### src/rtl/func_arbiter.sv
// Purpose: four-way round-robin arbiter that feeds one shared func unit (y = a^3 + floor(sqrt(b))).
// Latency: grant edge to done_o is func busy time + a fixed START/WAIT/DONE overhead; one IDLE cycle between jobs.
// Backpressure: req_i is sampled only in IDLE; a job waits on fn_busy_i (bounded only when FUNC_ARB_TIMEOUT_EN is defined).
module func_arbiter #(
    parameter int TIMEOUT_CYCLES = 255
) (
    input  logic        clk_i,
    input  logic        rst_i,
    input  logic [3:0]  req_i,
    input  logic [31:0] a_bi,
    input  logic [31:0] b_bi,
    output logic [3:0]  gnt_o,
    output logic [3:0]  done_o,
    output logic [24:0] y_bo,
    output logic        err_o,
    output logic        busy_o,
    output logic        fn_rst_o,
    output logic        fn_start_o,
    output logic [7:0]  fn_a_bo,
    output logic [7:0]  fn_b_bo,
    input  logic        fn_busy_i,
    input  logic [24:0] fn_y_bi
);

    localparam logic [1:0] S_IDLE  = 2'd0;
    localparam logic [1:0] S_START = 2'd1;
    localparam logic [1:0] S_WAIT  = 2'd2;
    localparam logic [1:0] S_DONE  = 2'd3;

    // The timeout limit must fit the 8-bit WAIT counter and be non-zero.
    if (TIMEOUT_CYCLES < 1 || TIMEOUT_CYCLES > 255) begin : g_bad_timeout
        $error("func_arbiter: TIMEOUT_CYCLES out of range 1..255");
    end

    logic [1:0]  state_q, state_d;
    logic [1:0]  ptr_q, ptr_d;
    logic [1:0]  win_q, win_d;
    logic [3:0]  gnt_q, gnt_d;
    logic [3:0]  done_q, done_d;
    logic [24:0] y_q, y_d;
    logic        busy_q, busy_d;
    logic        start_q, start_d;
    logic [7:0]  a_q, a_d;
    logic [7:0]  b_q, b_d;
    logic [1:0]  pick;

`ifdef FUNC_ARB_TIMEOUT_EN
    localparam logic [7:0] TO_LIMIT = TIMEOUT_CYCLES[7:0];
    logic [7:0] cnt_q, cnt_d;
    logic       err_q, err_d;
`endif

    // Round-robin search: first requester at or after ptr_q, wrapping mod 4.
    always_comb begin
        logic       found;
        logic [1:0] idx;
        pick  = ptr_q;
        found = 1'b0;
        idx   = '0;
        for (int k = 0; k < 4; k++) begin
            idx = ptr_q + 2'(k);
            if (!found && req_i[idx]) begin
                pick  = idx;
                found = 1'b1;
            end
        end
    end

    // Next-state logic: pulse outputs default low, everything else holds.
    always_comb begin
        state_d = state_q;
        ptr_d   = ptr_q;
        win_d   = win_q;
        gnt_d   = '0;
        done_d  = '0;
        start_d = 1'b0;
        y_d     = y_q;
        a_d     = a_q;
        b_d     = b_q;
`ifdef FUNC_ARB_TIMEOUT_EN
        cnt_d   = cnt_q;
        err_d   = 1'b0;
`endif
        case (state_q)
            S_IDLE: begin
                if (|req_i) begin
                    // Operands are captured here so later changes on a_bi/b_bi are ignored.
                    win_d   = pick;
                    a_d     = a_bi[{pick, 3'b000} +: 8];
                    b_d     = b_bi[{pick, 3'b000} +: 8];
                    gnt_d   = 4'b0001 << pick;
                    start_d = 1'b1;
                    state_d = S_START;
                end
            end
            S_START: begin
                state_d = S_WAIT;
`ifdef FUNC_ARB_TIMEOUT_EN
                cnt_d   = '0;
`endif
            end
            S_WAIT: begin
                if (!fn_busy_i) begin
                    y_d     = fn_y_bi;
                    done_d  = 4'b0001 << win_q;
                    state_d = S_DONE;
                end
`ifdef FUNC_ARB_TIMEOUT_EN
                else if (cnt_q + 8'd1 == TO_LIMIT) begin
                    // Abort: report an error result of zero to the waiting requester.
                    y_d     = '0;
                    done_d  = 4'b0001 << win_q;
                    err_d   = 1'b1;
                    state_d = S_DONE;
                end else begin
                    cnt_d = cnt_q + 8'd1;
                end
`endif
            end
            default: begin
                // DONE: the serviced requester drops to the back of the rotation.
                ptr_d   = win_q + 2'd1;
                state_d = S_IDLE;
            end
        endcase
        busy_d = (state_d != S_IDLE);
    end

    // State and registered outputs; reset discards any job in flight.
    always_ff @(posedge clk_i or negedge rst_i) begin
        if (!rst_i) begin
            state_q <= S_IDLE;
            ptr_q   <= '0;
            win_q   <= '0;
            gnt_q   <= '0;
            done_q  <= '0;
            y_q     <= '0;
            busy_q  <= 1'b0;
            start_q <= 1'b0;
            a_q     <= '0;
            b_q     <= '0;
        end else begin
            state_q <= state_d;
            ptr_q   <= ptr_d;
            win_q   <= win_d;
            gnt_q   <= gnt_d;
            done_q  <= done_d;
            y_q     <= y_d;
            busy_q  <= busy_d;
            start_q <= start_d;
            a_q     <= a_d;
            b_q     <= b_d;
        end
    end

`ifdef FUNC_ARB_TIMEOUT_EN
    // WAIT-state watchdog counter and abort flag.
    always_ff @(posedge clk_i or negedge rst_i) begin
        if (!rst_i) begin
            cnt_q <= '0;
            err_q <= 1'b0;
        end else begin
            cnt_q <= cnt_d;
            err_q <= err_d;
        end
    end
    assign err_o = err_q;
`else
    assign err_o = 1'b0;
`endif

    assign gnt_o      = gnt_q;
    assign done_o     = done_q;
    assign y_bo       = y_q;
    assign busy_o     = busy_q;
    assign fn_start_o = start_q;
    assign fn_a_bo    = a_q;
    assign fn_b_bo    = b_q;
    // The func unit is held in reset alongside the arbiter, without a clock delay.
    assign fn_rst_o   = ~rst_i;

endmodule

### config.mk
export PLATFORM = sky130hd
export DESIGN_NAME = func_arbiter
export DESIGN_NICKNAME = d
export VERILOG_FILES = /design/src/rtl/func_arbiter.sv
export SDC_FILE = /design/constraint.sdc
export NUM_CORES = 1
export LEC_CHECK = 0
export ABC_AREA = 1
export CAP_MARGIN = 10
export CORE_ASPECT_RATIO = 0.5
export CORE_UTILIZATION = 38
export DETAILED_ROUTE_END_ITERATION = 16
export PLACE_DENSITY = 0.77
export SETUP_SLACK_MARGIN = 0.1
export SLEW_MARGIN = 20
export SYNTH_ARGS = -nofsm -noshare
export SYNTH_HDL_FRONTEND = slang
export SYNTH_SLANG_ARGS = --single-unit
### constraint.sdc
create_clock -name clk_i -period 1.9 [get_ports clk_i]
set_input_delay 0.57 -clock clk_i [delete_from_list [all_inputs] [get_ports clk_i]]
set_output_delay 0.57 -clock clk_i [all_outputs]
set_load 0.05 [all_outputs]
==> out/results.ini, run 1 <==
[setup_path]
critical_path.startpoint=ptr_q[0]$_DFFE_PN0N_
worst_path_most_repeated_cell=nand2_1
required_ns=2.10
path_max_fanout=8
r2r_cells=11
timing.reg2reg.setup_slack_ns=-0.18
cp-start-kind=flip-flop
cp-end-kind=flip-flop
crit_slowest_cell=dfrtp_2
critPathKind=reg -> reg
worstPathArrival_ns=2.28
critPathMaxStageDelay_ns=0.42
crit_end=win_q[0]$_DFFE_PN0P_
r2r-end=win_q[0]$_DFFE_PN0P_
timing.rr.start=ptr_q[0]$_DFFE_PN0N_
path_cells=buf_6 > nand2_1 > nand2_1 > nand2_2 > nand2_4 > nand4_4 > nand2_8 > buf_12 > nand2_1 > nand2_1 > o21ai_0

[route]
route.detailed.drc=0
vias=3622
ant_nets=0
wl_per_cell_um=16.0
routed_wl_mm=11.5
first_pass_iters=5
vias_per_cell=5.06
drtIter0Drc=253

[power_and_ir_drop]
power_leakage_nw=2.86
irDropWorstVdd_mv=1.23
p_per_area_nw_per_um2=2340

[synth]
synth-simple-area-share_pct=37.4
ys_ff_latch=57
synth_xor_area_share_pct=0
yosysWarnings=0
synth_fa_ha_area_share_pct=2.66
syn-instance-count=421
syn_avg_cell_area_um2=7.81
synth.area.mux_share_pct=8.56
syn_area_um2=3290
synth_cell_type_count=24
synth_compound_area_share_pct=0.951
synth_top_family_by_area=simple AND/OR/NAND/NOR gates
yosysSeqAreaShare_pct=43.4
syn_nets=524

[sta]
final-hold-violation-count=0
maxSlewViolCount=0
tightest_slew_ns=0.759
fmax_mhz=481
maxSlewHeadroom_pct=49.4
setup_ws_ns=-0.180
fin_skew_ns=0.00528
tns_ns=-2.70
period_minus_slack_ns=2.08
setup_viol=22
whs_ns=0.466
rsz0062_at_grt=true
period_share_pct=109

[floorplanning]
start_util_pct=40.1
num_io_pins=149
rows=23
die_x_um=134
dieArea_um2=9050
fp.dieH_um=67.8
core-area_um2=8200

[clock_tree]
clock_sinks=57
cts.path.max_buffers=2
h-tree-depth=3
numCtsBuffers=9
root_buffer=clkbuf_16
cts_tree=built
clk_pin_slew_ns=0.05
worstSkewPairLatency_ns=0.33

[final_layout]
layout-drive-gt1-share_pct=32.9
diodes=0
mostFrequentLayoutCells=nand2_1, clkdlybuf4s50_1, buf_4, nand3_1, dfrtp_1
syn2layout_area_growth_pct=72.3
nets=702
final_common_cell=nand2_1

[global_routing]
grt_pass1_wl_mm=16.3
gr-usage-all-layers_pct=23.7
grt_max_degree=58
antenna_found_initial=0
first_global_vias=3339
overflow=0

[run]
drv_cap=0

[status]
failed_checks=negative setup slack
status=finished with violations

[placement]
port_buffers=147
place_hpwl_mm=6.91
place.gp.congestion=0.851

[min_path]
holdCritPathClass=in -> async

-- synthesized netlist by cell type (all sizes together) --
| master | n | area share [%] |
|---|---|---|
| a31oi | 1 | 0.19 |
| buf | 18 | 3.9 |
| clkbuf | 6 | 0.68 |
| clkinv | 1 | 0.11 |
| conb | 1 | 0.11 |
| dfrtp | 57 | 43 |
| ha | 7 | 2.7 |
| inv | 19 | 2.2 |
| mux2 | 25 | 8.6 |
| nand2 | 187 | 22 |
| nand3 | 79 | 12 |
| nand4 | 3 | 1.4 |
| nor2 | 8 | 1.1 |
| nor3 | 2 | 0.30 |
| nor4 | 1 | 0.19 |
| o21ai | 5 | 0.76 |
| or2 | 1 | 0.19 |
-- cell families (layout without fill, tap and decap cells) --
family	count (synthesis)	after routing
AO/OA/AOI/OAI	6	6
adder cells (fa/ha/maj)	7	7
buffers and inverters	44	225
flip-flops	57	57
multiplexers	25	25
other	1	1
AND/OR/NAND/NOR	281	283
-- final cells by class --
type / count / area, um^2
inverters: 20 / 80.1
well taps: 112 / 140
multi-input cells: 322 / 1910
clock inverters: 6 / 43.8
repair buffers: 189 / 1830
clock buffers: 10 / 229
flip-flops and latches: 57 / 1430
fillers: 618 / 2540
-- metrics by stage --
step                setup slack [ns]  total power [mW]  utilization, %  std cells  area, um^2
floorplan                      0.146              7.39               -        421        3290
global placement              -0.442              9.52            59.1        677        4850
detailed placement            -0.470              9.65            59.1        677        4850
CTS                           0.0389              12.0            65.3        709        5360
global route                  -0.246              14.1            69.1        716        5660
finish                        -0.180              13.2            69.1        716        5660
-- state kept, by name (all words and copies together) (netlist names), 2 cells and up --
register	flops
y_bo	25
fn_a_bo	8
fn_b_bo	8
done_o	4
gnt_o	4
ptr_q	2
state_q	2
win_q	2
-- timing repair --
| item | 4_1_cts | 5_1_grt |
|---|---|---|
| setup endpoints to repair | 22 | 22 |
| cloned | 5 | 3 |
| gates resized for setup | 32 | 50 |
| setup buffers | 11 | 4 |
| hold buffers | 0 | 0 |
| pin swaps | 10 | 43 |
-- per-layer routing --
metal | track usage (%) | wire length [um] | part of all wire (%) | vias to the layer above
met2 | 41.1 | 5700 | 50 | 182
met5 | 0 | 0 | 0 | -
met1 | 29.1 | 4600 | 40 | 1701
met3 | 6.01 | 907 | 7.9 | 25
li1 | - | - | - | 1714
met4 | 8.52 | 243 | 2.1 | 0
-- critical path: cells and delay by family (launching register included) --
family | cells | cell delay [ns]
AO/OA/AOI/OAI | 1 | 0.11
flip-flops | 1 | 0.42
buffers and inverters | 2 | 0.29
AND/OR/NAND/NOR | 8 | 1.12
-- worst min path at each step --
stage | startpoint | to | slack [ns]
4_1_cts | fn_b_bo[6]$_DFFE_PN0P_ | fn_b_bo[6]$_DFFE_PN0P_ | 0.48
5_1_grt | fn_b_bo[6]$_DFFE_PN0P_ | fn_b_bo[6]$_DFFE_PN0P_ | 0.50
3_5_place_dp | fn_b_bo[6]$_DFFE_PN0P_ | fn_b_bo[6]$_DFFE_PN0P_ | 0.47
3_3_place_gp | fn_a_bo[0]$_DFFE_PN0P_ | fn_a_bo[0]$_DFFE_PN0P_ | 0.47
2_1_floorplan | rst_i | busy_o$_DFF_PN0_ | 0.27
6_report | rst_i | fn_a_bo[4]$_DFFE_PN0P_ | 0.47
-- report_power, final --
group / internal [mW] / switching (mW)
registers: 1.79 / 0.343
logic: 3.86 / 5.76
clock network: 0.883 / 0.595
total: 6.54 / 6.70
Note: power is estimated with default switching activity, not from simulation.
==> inputs of run 2 (changes only) <==
- REMOVE_ABC_BUFFERS: default -> 1
==> out/results.ini, run 2 (synthesis gave the netlist of run 1 again) <==
[status]
status=finished with violations
failed_checks=negative setup slack

[sta]
fin_skew_ns=0.00327  ; -0.00201 ns
tightest_slew_ns=0.717  ; -0.0424 ns
period_share_pct=103  ; -6.4 points
final-hold-violation-count=0  ; unchanged
setup_ws_ns=-0.0583  ; +0.121 ns
rsz0062_at_grt=true
fmax_mhz=511  ; +6.2%
maxSlewHeadroom_pct=52.2  ; +2.8 points
period_minus_slack_ns=1.96  ; -0.121 ns
tns_ns=-0.368  ; +2.34 ns
maxSlewViolCount=0  ; unchanged
setup_viol=12  ; -45%

[run]
drv_cap=0  ; unchanged

[final_layout]
layout-drive-gt1-share_pct=27.3  ; -5.6 points
final_common_cell=nand2_1
syn2layout_area_growth_pct=64.3
utilization_pct=65.9  ; -3.2 points
diodes=0  ; unchanged
nets=684  ; -2.6%
largest_reg_flops=25  ; unchanged
fillCellCount=668  ; +8.1%
mostFrequentLayoutCells=nand2_1, clkdlybuf4s50_1, nand3_1, buf_4, dfrtp_1

[route]
first_pass_iters=5  ; unchanged
route.detailed.drc=0  ; unchanged
ant_nets=0  ; unchanged
vias_per_cell=4.90  ; -3.2%
wl_per_cell_um=13.8  ; -13%
routed_wl_mm=9.66  ; -16%
drtIter0Drc=155  ; -39%
vias=3419  ; -5.6%

[global_routing]
grt_max_degree=58  ; unchanged
gr-usage-all-layers_pct=20.0  ; -3.7 points
first_global_vias=3002  ; -10%
top_usage_layer=met2
globalRouteMet3Util_pct=4.73  ; -1.3 points
grt_pass1_wl_mm=14.0  ; -14%
overflow=0  ; unchanged
antenna_found_initial=0  ; unchanged
met2_usage_pct=35.1  ; -6.0 points
use_met1_pct=24.6  ; -4.5 points

[placement]
place.gp.congestion=0.860  ; +1.0%
port_buffers=147  ; unchanged
place_hpwl_mm=6.46  ; -6.5%
dp_slack_ns=-0.510  ; -0.0399 ns

[floorplanning]
num_io_pins=149  ; unchanged
die_x_um=134  ; unchanged
core-area_um2=8200  ; unchanged
rows=23  ; unchanged
dieArea_um2=9050  ; unchanged
fp.dieH_um=67.8  ; unchanged
start_util_pct=40.1  ; unchanged

[setup_path]
worstPathArrival_ns=2.17  ; -0.11 ns
cp-start-kind=flip-flop
path_max_fanout=16  ; +8
critPathKind=reg -> reg
required_ns=2.11  ; about the same
cp-end-kind=flip-flop

[power_and_ir_drop]
power.total_mw=12.1  ; -8.8%
irDropWorstVdd_mv=1.01  ; -18%
power_leakage_nw=2.74  ; -4.1%
p_per_area_nw_per_um2=2240  ; -4.4%

[clock_tree]
clk_pin_slew_ns=0.05  ; about the same
root_buffer=clkbuf_16
cts.path.max_buffers=2  ; unchanged
h-tree-depth=3  ; unchanged
clock_sinks=57  ; unchanged
cts.hold.buffers_added=0  ; unchanged
cts_tree=built
worstSkewPairLatency_ns=0.32  ; about the same
numCtsBuffers=9  ; unchanged

[min_path]
holdCritPathClass=in -> async

## run 2: changes by cell type in the layout (fill, tap and decap cells not counted), moves of 4 or more
cell,before,now
buf_4,74,65
buf_6,6,2
nand2_1,150,161
nand2_4,14,3
nand3_1,65,73
nand3_2,13,6
## run 2: per-stage QoR
step | hold WS (ns) | std cells | cell area, um^2
6_report | 0.396 | 698 | 5400
5_1_grt | 0.478 | 698 | 5400
4_1_cts | 0.423 | 695 | 5280
3_5_place_dp | 0.466 | 675 | 4860
3_3_place_gp | 0.464 | 675 | 4860
2_1_floorplan | 0.274 | 397 | 3140
## run 2: area by class of cell
class / instances / area, um^2 / share of cell area [%]
Tap cell: 112 / 140 / 2.59
Timing Repair Buffer: 173 / 1670 / 30.8
Inverter: 20 / 82.6 / 1.53
Clock buffer: 11 / 243 / 4.49
Clock inverter: 5 / 103 / 1.90
Sequential cell: 57 / 1430 / 26.4
Multi-Input combinational cell: 320 / 1740 / 32.2
## run 2: power breakdown
| part | internal (mW) | total (mW) | switching, mW |
|---|---|---|---|
| combinational | 3.00 | 8.12 | 5.12 |
| clock | 1.31 | 1.85 | 0.535 |
| sequential | 1.80 | 2.11 | 0.314 |
## run 2: final timing paths
path,slack [ns],endpoint,depth (start not counted),startpoint
worst max-delay path,-0.06,fn_a_bo[7]$_DFFE_PN0P_,14,ptr_q[0]$_DFFE_PN0N_
worst min-delay path,0.40,y_bo[23]$_DFFE_PN0P_,2,rst_i
worst max register to register,-0.06,fn_a_bo[7]$_DFFE_PN0P_,14,ptr_q[0]$_DFFE_PN0N_
worst min register to register,0.47,fn_a_bo[0]$_DFFE_PN0P_,2,fn_a_bo[0]$_DFFE_PN0P_
max in group asynchronous,0.98,ptr_q[1]$_DFFE_PN0N_,2,rst_i
min in group clk_i,0.47,fn_a_bo[0]$_DFFE_PN0P_,2,fn_a_bo[0]$_DFFE_PN0P_
## run 2: critical path, cell delays in order, from the launching register on
cell and delay [ns]:
dfrtp_2 0.45, buf_6 0.15, nand2_1 0.08, nand2_2 0.09, nand2_2 0.09, nand2_4 0.08
nor2_4 0.15, nand4_4 0.16, clkbuf_16 0.23, nand3_1 0.09, nand2_1 0.05, nand2_1 0.05
nand2_1 0.05, nand2_1 0.07, nand2_1 0.06
## run 2: repair_timing
action | CTS | global route
setup endpoints to repair | 23 | 22
endpoints found under the hold margin | 0 | 0
pin swaps | 3 | 1
buffers inserted | 4 | 0
cloned | 0 | 3
gates resized for setup | 20 | 21
## run 2: per-layer routing
layer,share of wire [%],vias to the layer above
li1,-,1680
met1,42,1593
met2,51,129
met3,5.7,17
met4,1.6,0
met5,0,-
